**src/rtl/geofence_alarm.sv**
```systemverilog
// geofence_alarm: sliding-window intrusion alarm fed by the geofence classifier.
// Keeps the last WIN verdicts (bit 1 = outside) and raises a hysteretic alarm
// from the count of outside verdicts. It also keeps saturating lifetime counters.
// Ports:
//   clk, reset (async, active-high)
//   valid, is_inside   - one-cycle result strobe and its verdict
//   clear              - synchronous flush of window, counters and alarm
//   win_full, out_cnt  - window status
//   alarm, alarm_set, alarm_clr - alarm level and its edge pulses
//   total_cnt, inside_cnt       - saturating lifetime counters
module geofence_alarm #(
  parameter int unsigned WIN      = 8,
  parameter int unsigned ENTER_TH = 6,
  parameter int unsigned EXIT_TH  = 2,
  parameter int unsigned CNT_W    = 16
) (
  input  logic                       clk,
  input  logic                       reset,
  input  logic                       valid,
  input  logic                       is_inside,
  input  logic                       clear,
  output logic                       win_full,
  output logic [$clog2(WIN+1)-1:0]   out_cnt,
  output logic                       alarm,
  output logic                       alarm_set,
  output logic                       alarm_clr,
  output logic [CNT_W-1:0]           total_cnt,
  output logic [CNT_W-1:0]           inside_cnt
);

  localparam int unsigned CW = $clog2(WIN + 1);
  localparam logic [CW-1:0] WIN_C   = CW'(WIN);
  localparam logic [CW-1:0] ENTER_C = CW'(ENTER_TH);
  localparam logic [CW-1:0] EXIT_C  = CW'(EXIT_TH);

  typedef enum logic [1:0] {
    ST_FILL    = 2'd0,
    ST_MONITOR = 2'd1,
    ST_ALARM   = 2'd2
  } state_t;

  state_t         state;
  state_t         state_next;
  logic [WIN-1:0] hist;
  logic [CW-1:0]  fill;
  logic [CW-1:0]  fill_next;
  logic [CW-1:0]  out_cnt_next;
  logic           outside;
  logic           drop_oldest;

  // Prospective window count, fill level and state for an accepted result
  always_comb begin
    outside      = ~is_inside;
    drop_oldest  = win_full & hist[WIN-1];
    // Modular add/sub: out_cnt never exceeds WIN once the oldest bit is retired
    out_cnt_next = out_cnt + CW'(outside) - CW'(drop_oldest);
    fill_next    = (fill == WIN_C) ? fill : fill + CW'(1);
    state_next   = state;
    case (state)
      ST_FILL: begin
        if (fill_next == WIN_C)
          state_next = (out_cnt_next >= ENTER_C) ? ST_ALARM : ST_MONITOR;
      end
      ST_MONITOR: begin
        if (out_cnt_next >= ENTER_C) state_next = ST_ALARM;
      end
      ST_ALARM: begin
        if (out_cnt_next <= EXIT_C) state_next = ST_MONITOR;
      end
      default: state_next = ST_FILL;
    endcase
  end

  // Window, counters, state and registered outputs
  always_ff @(posedge clk or posedge reset) begin
    if (reset) begin
      state      <= ST_FILL;
      hist       <= '0;
      fill       <= '0;
      out_cnt    <= '0;
      win_full   <= 1'b0;
      alarm      <= 1'b0;
      alarm_set  <= 1'b0;
      alarm_clr  <= 1'b0;
      total_cnt  <= '0;
      inside_cnt <= '0;
    end else begin
      alarm_set <= 1'b0;
      alarm_clr <= 1'b0;
      if (clear) begin
        // A simultaneous valid is dropped
        state      <= ST_FILL;
        hist       <= '0;
        fill       <= '0;
        out_cnt    <= '0;
        win_full   <= 1'b0;
        alarm      <= 1'b0;
        alarm_clr  <= (state == ST_ALARM);
        total_cnt  <= '0;
        inside_cnt <= '0;
      end else if (valid) begin
        hist     <= {hist[WIN-2:0], outside};
        fill     <= fill_next;
        out_cnt  <= out_cnt_next;
        win_full <= (fill_next == WIN_C);
        state    <= state_next;
        alarm    <= (state_next == ST_ALARM);
        alarm_set <= (state_next == ST_ALARM) && (state != ST_ALARM);
        alarm_clr <= (state == ST_ALARM) && (state_next != ST_ALARM);
        if (total_cnt != '1) total_cnt <= total_cnt + CNT_W'(1);
        if (is_inside && (inside_cnt != '1)) inside_cnt <= inside_cnt + CNT_W'(1);
      end
    end
  end

endmodule
```
**config.mk**
```make
export PLATFORM = sky130hd
export DESIGN_NAME = geofence_alarm
export DESIGN_NICKNAME = d
export VERILOG_FILES = /design/src/rtl/geofence_alarm.sv
export SDC_FILE = /design/constraint.sdc
export NUM_CORES = 1
export LEC_CHECK = 0
export ABC_AREA = 1
export ABC_CLOCK_PERIOD_IN_PS = 2700
export BUFFER_PORTS_ARGS = -buffer_cell sky130_fd_sc_hd__buf_2
export CAP_MARGIN = 40
export CORE_MARGIN = 4
export CORE_UTILIZATION = 40
export DETAILED_ROUTE_END_ITERATION = 16
export PLACE_DENSITY = 0.67
export RECOVER_POWER = 25
export REMOVE_ABC_BUFFERS = 1
export SLEW_MARGIN = 5
export SYNTH_ARGS = -nofsm -noshare
export SYNTH_HDL_FRONTEND = slang
export SYNTH_SLANG_ARGS = --single-unit
```
**constraint.sdc**
```tcl
create_clock -name clk -period 2.7 [get_ports clk]
set_input_delay 0.405 -clock clk [delete_from_list [all_inputs] [get_ports clk]]
set_output_delay 0.405 -clock clk [all_outputs]
set_load 0.02 [all_outputs]
```
# Word level (Yosys, flattened, before mapping)
# Index checks and enable logic that the tools add are counted.
# op_classes
addsub	5
order_cmp	2
n_bitwise	2
muxes	28
reduce_logical	9
eq_ne	9
# ops
op	n
$mux W16	6
$add A16 B1 Y16 const B	2
$ne A16 B16 Y1 const B	2
$mux W4	5
$mux W8	2
$mux W2	6
$eq A4 B4 Y1 const B	2
$mux W1	8
$pmux W2 S3	1
$reduce_bool A2 Y1	3
$add A4 B1 Y4	1
$add A4 B1 Y4 const B	1
$eq A2 B2 Y1 const B	2
$ge A4 B3 Y1 const B	1
$le A4 B2 Y1 const B	1
$ne A2 B2 Y1 const B	2
$reduce_and A2 Y1	2
$sub A4 B1 Y4	1
$logic_and A1 B1 Y1	3
$eq A2 B1 Y1 const B	1
$logic_not A2 Y1	1
$and A1 B1 Y1	1
$not A1 Y1	1
# word_totals
regBits	54
input_bits	5
word_cells	65
output_inout_bits	40

# Depth between registers and ports, before layout
# Gate-level depths: netlist of the first run.
# logic_depth
ltp_word	11
ltp_mapped	16
mapped_depth_nobuf	16

# Worst setup path before layout of the first run
# No wires, ideal clock.
# synth_path
path_type	register -> register
from	register win_full
to	register alarm
slack_ns	0.398
n_path_buf	0
synth_period_minus_slack_ns	2.302
t_required_ns	2.580
stages_incl_launch_ff	16
setup_time_ns	0.120
t_arrival_ns	2.182
path_cell_list	dfrtp_1 > nand2_1 > inv_1 > ha_1 > inv_1 > ha_1 > fa_1 > or2_2 > nand2_1 > nor2_1 > inv_1 > nand2_1 > nand2_1 > nand3_1 > nand2_1 > nand2_1
# synth_via
elab_chain_cells	9
elab_cells_between_ends	12
classes_between	1 x add/sub; 2 x order compare; 1 x eq/ne; 7 x mux; 1 x bitwise
# synth_lines
item	line	source
from (decl)	22	output logic win_full,
from (signal assigned)	105	win_full <= (fill_next == WIN_C);
$and A1 B1 Y1 (*)	54	drop_oldest = win_full & hist[WIN-1];
$sub A4 B1 Y4 (*)	56	out_cnt_next = out_cnt + CW'(outside) - CW'(drop_oldest);
$ge A4 B3 Y1	62, 65	
$mux W2	62	state_next = (out_cnt_next >= ENTER_C) ? ST_ALARM : ST_MONITOR;
$mux W2	61	if (fill_next == WIN_C)
$pmux W2 S3 (*)	59	case (state)
$eq A2 B2 Y1 (*)	107	alarm <= (state_next == ST_ALARM);
$mux W1 (*)	101	end else if (valid) begin
$mux W1 (*)	90	if (clear) begin
to (signal assigned)	107	
to (decl)	24	output logic alarm,
# Every way passes the cells marked *; elsewhere a longest branch is shown, timed or not. The select of a mux whose other input is x is not followed.
# A chain may end at the register's enable or synchronous reset.

# Final worst setup path of the first run
# layout_path
from	register win_full
to	register state[1]
# layout_via
elab_chain_cells	8
elab_cells_between_ends	11
classes_between	1 x add/sub; 2 x order compare; 7 x mux; 1 x bitwise
# layout_lines
item	line	source
$and A1 B1 Y1 (*)	54	
$sub A4 B1 Y4 (*)	56	
$ge A4 B3 Y1	62, 65	
$mux W2	62	
$mux W2	61	
$pmux W2 S3 (*)	59	
$mux W2 (*)	101	
$mux W2 (*)	90	
to (signal assigned)	106	state <= state_next;
to (decl)	42	state_t state;
# Marked as above.

==> run_results.csv, run 1 <==
group,metric,value,unit
grt,grt-ovfl-total,0,
setup_path,r2r_slack,300,ps
detailed_routing,viasPerCell,5.08,
clock_tree,cts_setup_buffers,0,
logic_synthesis,synth_cells,417,
setup_path,timing.rr.start,"win_full$_DFFE_PP0P_",
grt,antenna_found_initial,0,
placement,place_hpwl,5.38,mm
power_and_ir_drop,internal_power,1.13,mW
clock_tree,cts.repair.resized,0,
sta,finalSetupTns,0,ps
clock_tree,cts.sinks,54,
placement,place.port_buffers,44,
finish,multi_input_area,0.00162,mm^2
logic_synthesis,syn-mean-instance-area,7.76,um^2
detailed_routing,ant_nets,0,
sta,whs,283,ps
min_path,hold_path.class,"in -> async",
logic_synthesis,synth_top_family_by_area,"simple AND/OR/NAND/NOR gates",
sta,clock_skew,7.05,ps
logic_synthesis,yosys_warnings,0,
setup_path,crit_start,"win_full$_DFFE_PP0P_",
logic_synthesis,ys_ff_latch,54,
floorplan,die_area,0.00960,mm^2
placement,dp_cells,558,
run,max_cap_viol_count,0,
clock_tree,cts_hold_buffers,0,
power_and_ir_drop,leakage,1.76,nW
finish,ff_latch_area,0.00135,mm^2
setup_path,path_class,"reg -> reg",
clock_tree,cts_made_buffers,5,
detailed_routing,drt-total-wl,7.24,mm
clock_tree,clkTransAtPathRegs,100,ps
detailed_routing,drc,0,
power_and_ir_drop,p_clk_share,27.6,%
finish,nFillCells,815,
sta,rsz0062_at_grt,"no",
setup_path,setup.worst_path.end,"state[1]$_DFFE_PP0P_",
run_status,outcome,"finished clean",
power_and_ir_drop,ir_drop,198,uV
logic_synthesis,synth_flop_cell,"dfrtp_1",
power_and_ir_drop,netSwitchingFraction,32.3,%
setup_path,r2r-end,"state[1]$_DFFE_PP0P_",
setup_path,cp-start-kind,"flip-flop",
detailed_routing,firstDrtPassIters,4,
setup_path,r2r_cells,15,
floorplan,start_util,41.5,%
clock_tree,cts.htree.levels,2,
power_and_ir_drop,switching_power,538,uW
finish,nNetsFinal,477,
logic_synthesis,synth_compound_area_share,11.1,%
grt,grt_first_pass_wirelength,12.6,mm
finish,utilization,46.4,%
logic_synthesis,async_flop_share,100,%
grt,grt_max_degree,32,
finish,final_layout_size_suffix_gt1_share,19.0,%
sta,max_freq,0.417,GHz
detailed_routing,dr_total_vias,2878,
grt,grt_pass1_vias,2692,
sta,finalSetupViolCount,0,
floorplan,coreArea,0.00781,mm^2
logic_synthesis,synth_top_area_share,41.7,%
setup_path,worstSetupEndpointType,"flip-flop",
floorplan,die_height,98.0,um
power_and_ir_drop,combPwrFrac,19.9,%
setup_path,crit_fanout,3,
sta,final_hold_viol_count,0,
logic_synthesis,seq_area_frac_synth,41.7,%
logic_synthesis,syn_area,0.00324,mm^2
floorplan,rows,32,
sta,slew_viol_final,0,
detailed_routing,avgRoutedWirePerCell,12.8,um
clock_tree,clk_path_buf_depth,2,
grt,grt_use_total,15.6,%
clock_tree,insertion_delay,310,ps
logic_synthesis,synthXorXnorAreaFrac,2.71,%
floorplan,die_w,98.0,um
finish,diodes,0,
detailed_routing,drtIter0Drc,85,
logic_synthesis,synth_enable_flop_cells,0,
clock_tree,cts_tree,"built",
logic_synthesis,synthTopCellsByArea,"dfrtp_1 42%, nand2_1 13%, nand3_1 5.7%, inv_1 5.5%, nor2_1 4.2%",
sta,fin_crit,2400,ps
setup_path,worstPathArrival,2600,ps
clock_tree,root_buffer,"clkbuf_8",
sta,fin_crit_sh,88.7,%
finish,instances_no_fill,566,
logic_synthesis,synth_cell_types,40,
power_and_ir_drop,power_density,459,mW/mm^2
logic_synthesis,synthSimpleGateAreaFrac,32.5,%
logic_synthesis,synthAdderAreaFrac,3.71,%
setup_path,required,2900,ps
finish,syn2layout_area_growth,12.0,%
sta,relSlewSlack,38.5,%
logic_synthesis,muxShareOfSynthArea,0,%
placement,gp_congestion,0.852,
sta,tightest_slew,921,ps
power_and_ir_drop,seqPwrFrac,52.5,%
floorplan,io_pins,45,
logic_synthesis,synth.largest_area_cell,"dfrtp_1",
power_and_ir_drop,p_total,1.66,mW
[cells by family (layout without fill, tap and decap cells)]
family / after synthesis / after routing
flops: 54 / 54
xor+xnor: 10 / 10
simple gates: 231 / 231
fa+ha+maj: 9 / 9
buf+inv: 59 / 106
compound gates: 54 / 54
[how the worst min path moves through the flow]
stage	start	end	slack, ps	cells past startpoint
2_1_floorplan	hist[7]$_DFFE_PP0P_	hist[7]$_DFFE_PP0P_	450	2
3_3_place_gp	hist[7]$_DFFE_PP0P_	hist[7]$_DFFE_PP0P_	470	2
3_5_place_dp	reset	inside_cnt[1]$_DFFE_PP0P_	480	2
4_1_cts	reset	inside_cnt[1]$_DFFE_PP0P_	140	2
5_1_grt	reset	inside_cnt[1]$_DFFE_PP0P_	370	2
6_report	reset	inside_cnt[1]$_DFFE_PP0P_	280	2
[cells in the final DEF (no fill, tap or decap), drive strengths merged, types with 6 or more instances in the layout]
| cell | n |
|---|---|
| buf | 47 |
| clkbuf | 6 |
| dfrtp | 54 |
| ha | 8 |
| inv | 49 |
| nand2 | 119 |
| nand3 | 40 |
| nand4 | 16 |
| nor2 | 40 |
| nor3 | 8 |
| o21ai | 31 |
| o22ai | 11 |
| xor2 | 8 |
[synthesized netlist by cell type (2+ instances only)]
library cell / count
nand2_1: 115
dfrtp_1: 54
inv_1: 47
nand3_1: 37
nor2_1: 36
nand4_1: 16
o21ai_0: 15
o22ai_1: 11
ha_1: 8
o21ai_2: 8
xor2_1: 8
o21ai_1: 7
nor3_1: 6
buf_6: 5
nand2_2: 4
nand3_2: 3
nor2_2: 3
o21bai_1: 3
or2_2: 3
a21oi_2: 2
a22o_1: 2
a31o_2: 2
buf_2: 2
inv_2: 2
nand3b_1: 2
xnor2_1: 2
[metrics by stage]
step                      worst slack (ps)  instance area, um^2
after global routing                   126                 3620
after floorplan                        398                 3160
after global placement                 380                 3550
after detailed placement               298                 3550
final                                  304                 3620
after CTS                              315                 3640
[power by group through the flow]
stage | sequential (mW) | combinational (mW) | clock [mW]
CTS | 0.875 | 0.336 | 0.480
finish | 0.874 | 0.331 | 0.459
global route | 0.880 | 0.382 | 0.508
floorplan | 0.915 | 0.209 | 0
detailed placement | 0.890 | 0.335 | 0
global placement | 0.889 | 0.323 | 0
[cell type report]
| type | instances | share of cell area (%) |
|---|---|---|
| inverters | 50 | 5.18 |
| clock inverters | 3 | 0.587 |
| flip-flops and latches | 54 | 37.3 |
| repair buffers | 48 | 6.83 |
| multi-input cells | 304 | 44.7 |
| well taps | 102 | 3.52 |
| clock buffers | 5 | 1.90 |
[registers in the layout, indices dropped and copies added (netlist names)]
| name | count |
|---|---|
| inside_cnt | 16 |
| total_cnt | 16 |
| hist | 8 |
| fill | 4 |
| out_cnt | 4 |
| state | 2 |
| alarm | 1 |
| alarm_clr | 1 |
| alarm_set | 1 |
| win_full | 1 |
[critical path, cell delays in order, from the launching register on]
cell and delay [ps]:
dfrtp_1 400, nand2_1 70, inv_1 40, ha_1 260, inv_1 40, ha_1 200
fa_1 380, or2_2 300, nand2_1 100, nor2_1 60, inv_1 70, nand2_1 70
nand3_1 90, nand3_1 70, nand2_1 90, nand2_1 60
[per-layer routing]
layer	part of all wire, %	vias to the layer above	track usage, %
li1	-	1462	-
met2	47	63	25.8
met1	48	1349	21.2
met5	0	-	0
met4	0.90	0	3.83
met3	3.7	4	2.64
(Power assumes the default switching activity.)
==> run 2, diff against run 1 <==
==> constraint.sdc (replaced) <==
create_clock -name clk -period 2.7 [get_ports clk]
set_input_delay 0.54 -clock clk [delete_from_list [all_inputs] [get_ports clk]]
set_output_delay 0.54 -clock clk [all_outputs]
set_load 0.02 [all_outputs]
==> run_results.csv, run 2 (synthesis gave the netlist of run 1 again) <==
group,metric,value,unit
setup_path,worstSetupEndpointType,"flip-flop",
clock_tree,cts.sinks,54,
floorplan,start_util,41.5,%
floorplan,die_height,98.0,um
detailed_routing,firstDrtPassIters,4,
clock_tree,clkTransAtPathRegs,100,ps
grt,antenna_found_initial,0,
setup_path,slowest_stage,"dfrtp_1",
sta,rsz0062_at_grt,"no",
clock_tree,cts_made_buffers,5,
sta,finalSetupViolCount,0,
setup_path,crit_family,"simple AND/OR/NAND/NOR gates",
finish,reg_top3,"inside_cnt (16), total_cnt (16), hist (8)",
setup_path,cp-start-kind,"flip-flop",
setup_path,timing.rr.start,"win_full$_DFFE_PP0P_",
grt,grt_busiest_layer,"met2",
floorplan,coreArea,0.00781,mm^2
setup_path,crit_start,"win_full$_DFFE_PP0P_",
sta,final_hold_viol_count,0,
setup_path,r2r_slack,330,ps
floorplan,rows,32,
clock_tree,clk_path_buf_depth,2,
detailed_routing,drc,0,
sta,max_freq,0.423,GHz
setup_path,r2r_cells,15,
finish,diodes,0,
placement,place_hpwl,5.49,mm
sta,worst_slack,333,ps
clock_tree,cts.htree.levels,2,
placement,post-place-ws,161,ps
detailed_routing,drtIter0Drc,151,
finish,layout_commonest_cell,"nand2_1",
setup_path,setup.worst_path.end,"alarm$_DFFE_PP0P_",
clock_tree,root_buffer,"clkbuf_8",
setup_path,path_class,"reg -> reg",
finish,nNetsFinal,479,
floorplan,die_area,0.00960,mm^2
sta,relSlewSlack,31.1,%
grt,grt_first_pass_wirelength,12.6,mm
power_and_ir_drop,ir_drop,201,uV
grt,grtUsageMet3,2.43,%
detailed_routing,ant_nets,0,
sta,fin_crit,2370,ps
floorplan,die_w,98.0,um
setup_path,path_common_cell,"nand2_1",
sta,finalSetupTns,0,ps
sta,tightest_slew,1030,ps
setup_path,cp.depth,15,
sta,fin_crit_sh,87.7,%
power_and_ir_drop,leakage,1.78,nW
sta,slew_viol_final,0,
finish,syn2layout_area_growth,12.9,%
detailed_routing,drt-total-wl,7.31,mm
setup_path,worstPathArrival,2560,ps
clock_tree,insertion_delay,310,ps
setup_path,crit_path_cell_trace,"nand2_1, inv_1, ha_1, inv_1, ha_1, fa_1, or2_2, nand2_1, nor2_1, inv_1, nand2_1, nand2_1, nand3_1, nand2_1, nand2_1",
grt,grt_use_met2,26.7,%
clock_tree,cts_hold_buffers,0,
grt,grt_use_total,15.7,%
setup_path,crit_fanout,3,
clock_tree,cts_setup_buffers,0,
floorplan,io_pins,45,
grt,grt_pass1_vias,2716,
run_status,outcome,"finished clean",
finish,final_cell_mix,"115 x nand2_1, 54 x dfrtp_1, 47 x inv_1",
placement,gp_congestion,0.851,
clock_tree,cts_tree,"built",
finish,final_layout_size_suffix_gt1_share,18.9,%
min_path,hold_path.class,"in -> async",
setup_path,required,2900,ps
placement,place.port_buffers,44,
grt,met1_usage,20.9,%
detailed_routing,viasPerCell,5.00,
clock_tree,cts.repair.resized,0,
grt,grt-ovfl-total,0,
run,max_cap_viol_count,0,
setup_path,max_stage_delay,400,ps
grt,grt_max_degree,23,
sta,clock_skew,7.83,ps
setup_path,cp_num_buf_inv,3,
setup_path,r2r-end,"alarm$_DFFE_PP0P_",
power_and_ir_drop,power_density,479,mW/mm^2
detailed_routing,dr_total_vias,2838,
detailed_routing,avgRoutedWirePerCell,12.9,um
[run 2: final cells by class]
| cell class | instances | area [um^2] |
|---|---|---|
| fill | 789 | 4150 |
| multi-input combinational | 304 | 1620 |
| sequential | 54 | 1350 |
| timing repair buffer | 50 | 258 |
| inverter | 50 | 188 |
| tap | 102 | 128 |
| clock buffer | 5 | 68.8 |
| clock inverter | 3 | 40.0 |
[run 2: how the worst min path moves through the flow]
stage                     slack, ps                         to                 from  cells after the start
after global placement          480        hist[7]$_DFFE_PP0P_  hist[7]$_DFFE_PP0P_                      2
after detailed placement        490        hist[7]$_DFFE_PP0P_  hist[7]$_DFFE_PP0P_                      2
after floorplan                 450        hist[7]$_DFFE_PP0P_  hist[7]$_DFFE_PP0P_                      2
after global routing            490        fill[2]$_DFFE_PP0P_                reset                      2
final                           390  inside_cnt[0]$_DFFE_PP0P_                reset                      2
after CTS                       250  inside_cnt[0]$_DFFE_PP0P_                reset                      2
[run 2: power by group]
group | internal [mW] | switching (mW)
combinational | 0.104 | 0.225
sequential | 0.841 | 0.0333
clock | 0.274 | 0.274
total | 1.22 | 0.532
[run 2: metal layers]
layer | up-vias | part of all wire (%)
li1 | 1465 | -
met1 | 1324 | 47
met2 | 44 | 48
met3 | 5 | 3.6
met4 | 0 | 1.0
met5 | - | 0
[run 2: metrics by stage]
stage	cell area, um^2	hold WS, ps	utilization [%]	power, mW	instances
2_1_floorplan	3160	453	-	1.12	408
3_3_place_gp	3550	480	45.5	1.21	560
3_5_place_dp	3550	488	45.5	1.22	560
4_1_cts	3660	247	46.9	1.77	568
5_1_grt	3650	494	46.8	1.85	568
6_report	3650	394	46.8	1.75	568
[run 2: worst register-to-register path, stage by stage (launching register included)]
cell and delay, ps:
dfrtp_1 400, nand2_1 70, inv_1 40, ha_1 260
inv_1 40, ha_1 200, fa_1 380, or2_2 290
nand2_1 80, nor2_1 60, inv_1 60, nand2_1 70
nand2_1 70, nand3_1 90, nand2_1 100, nand2_1 70
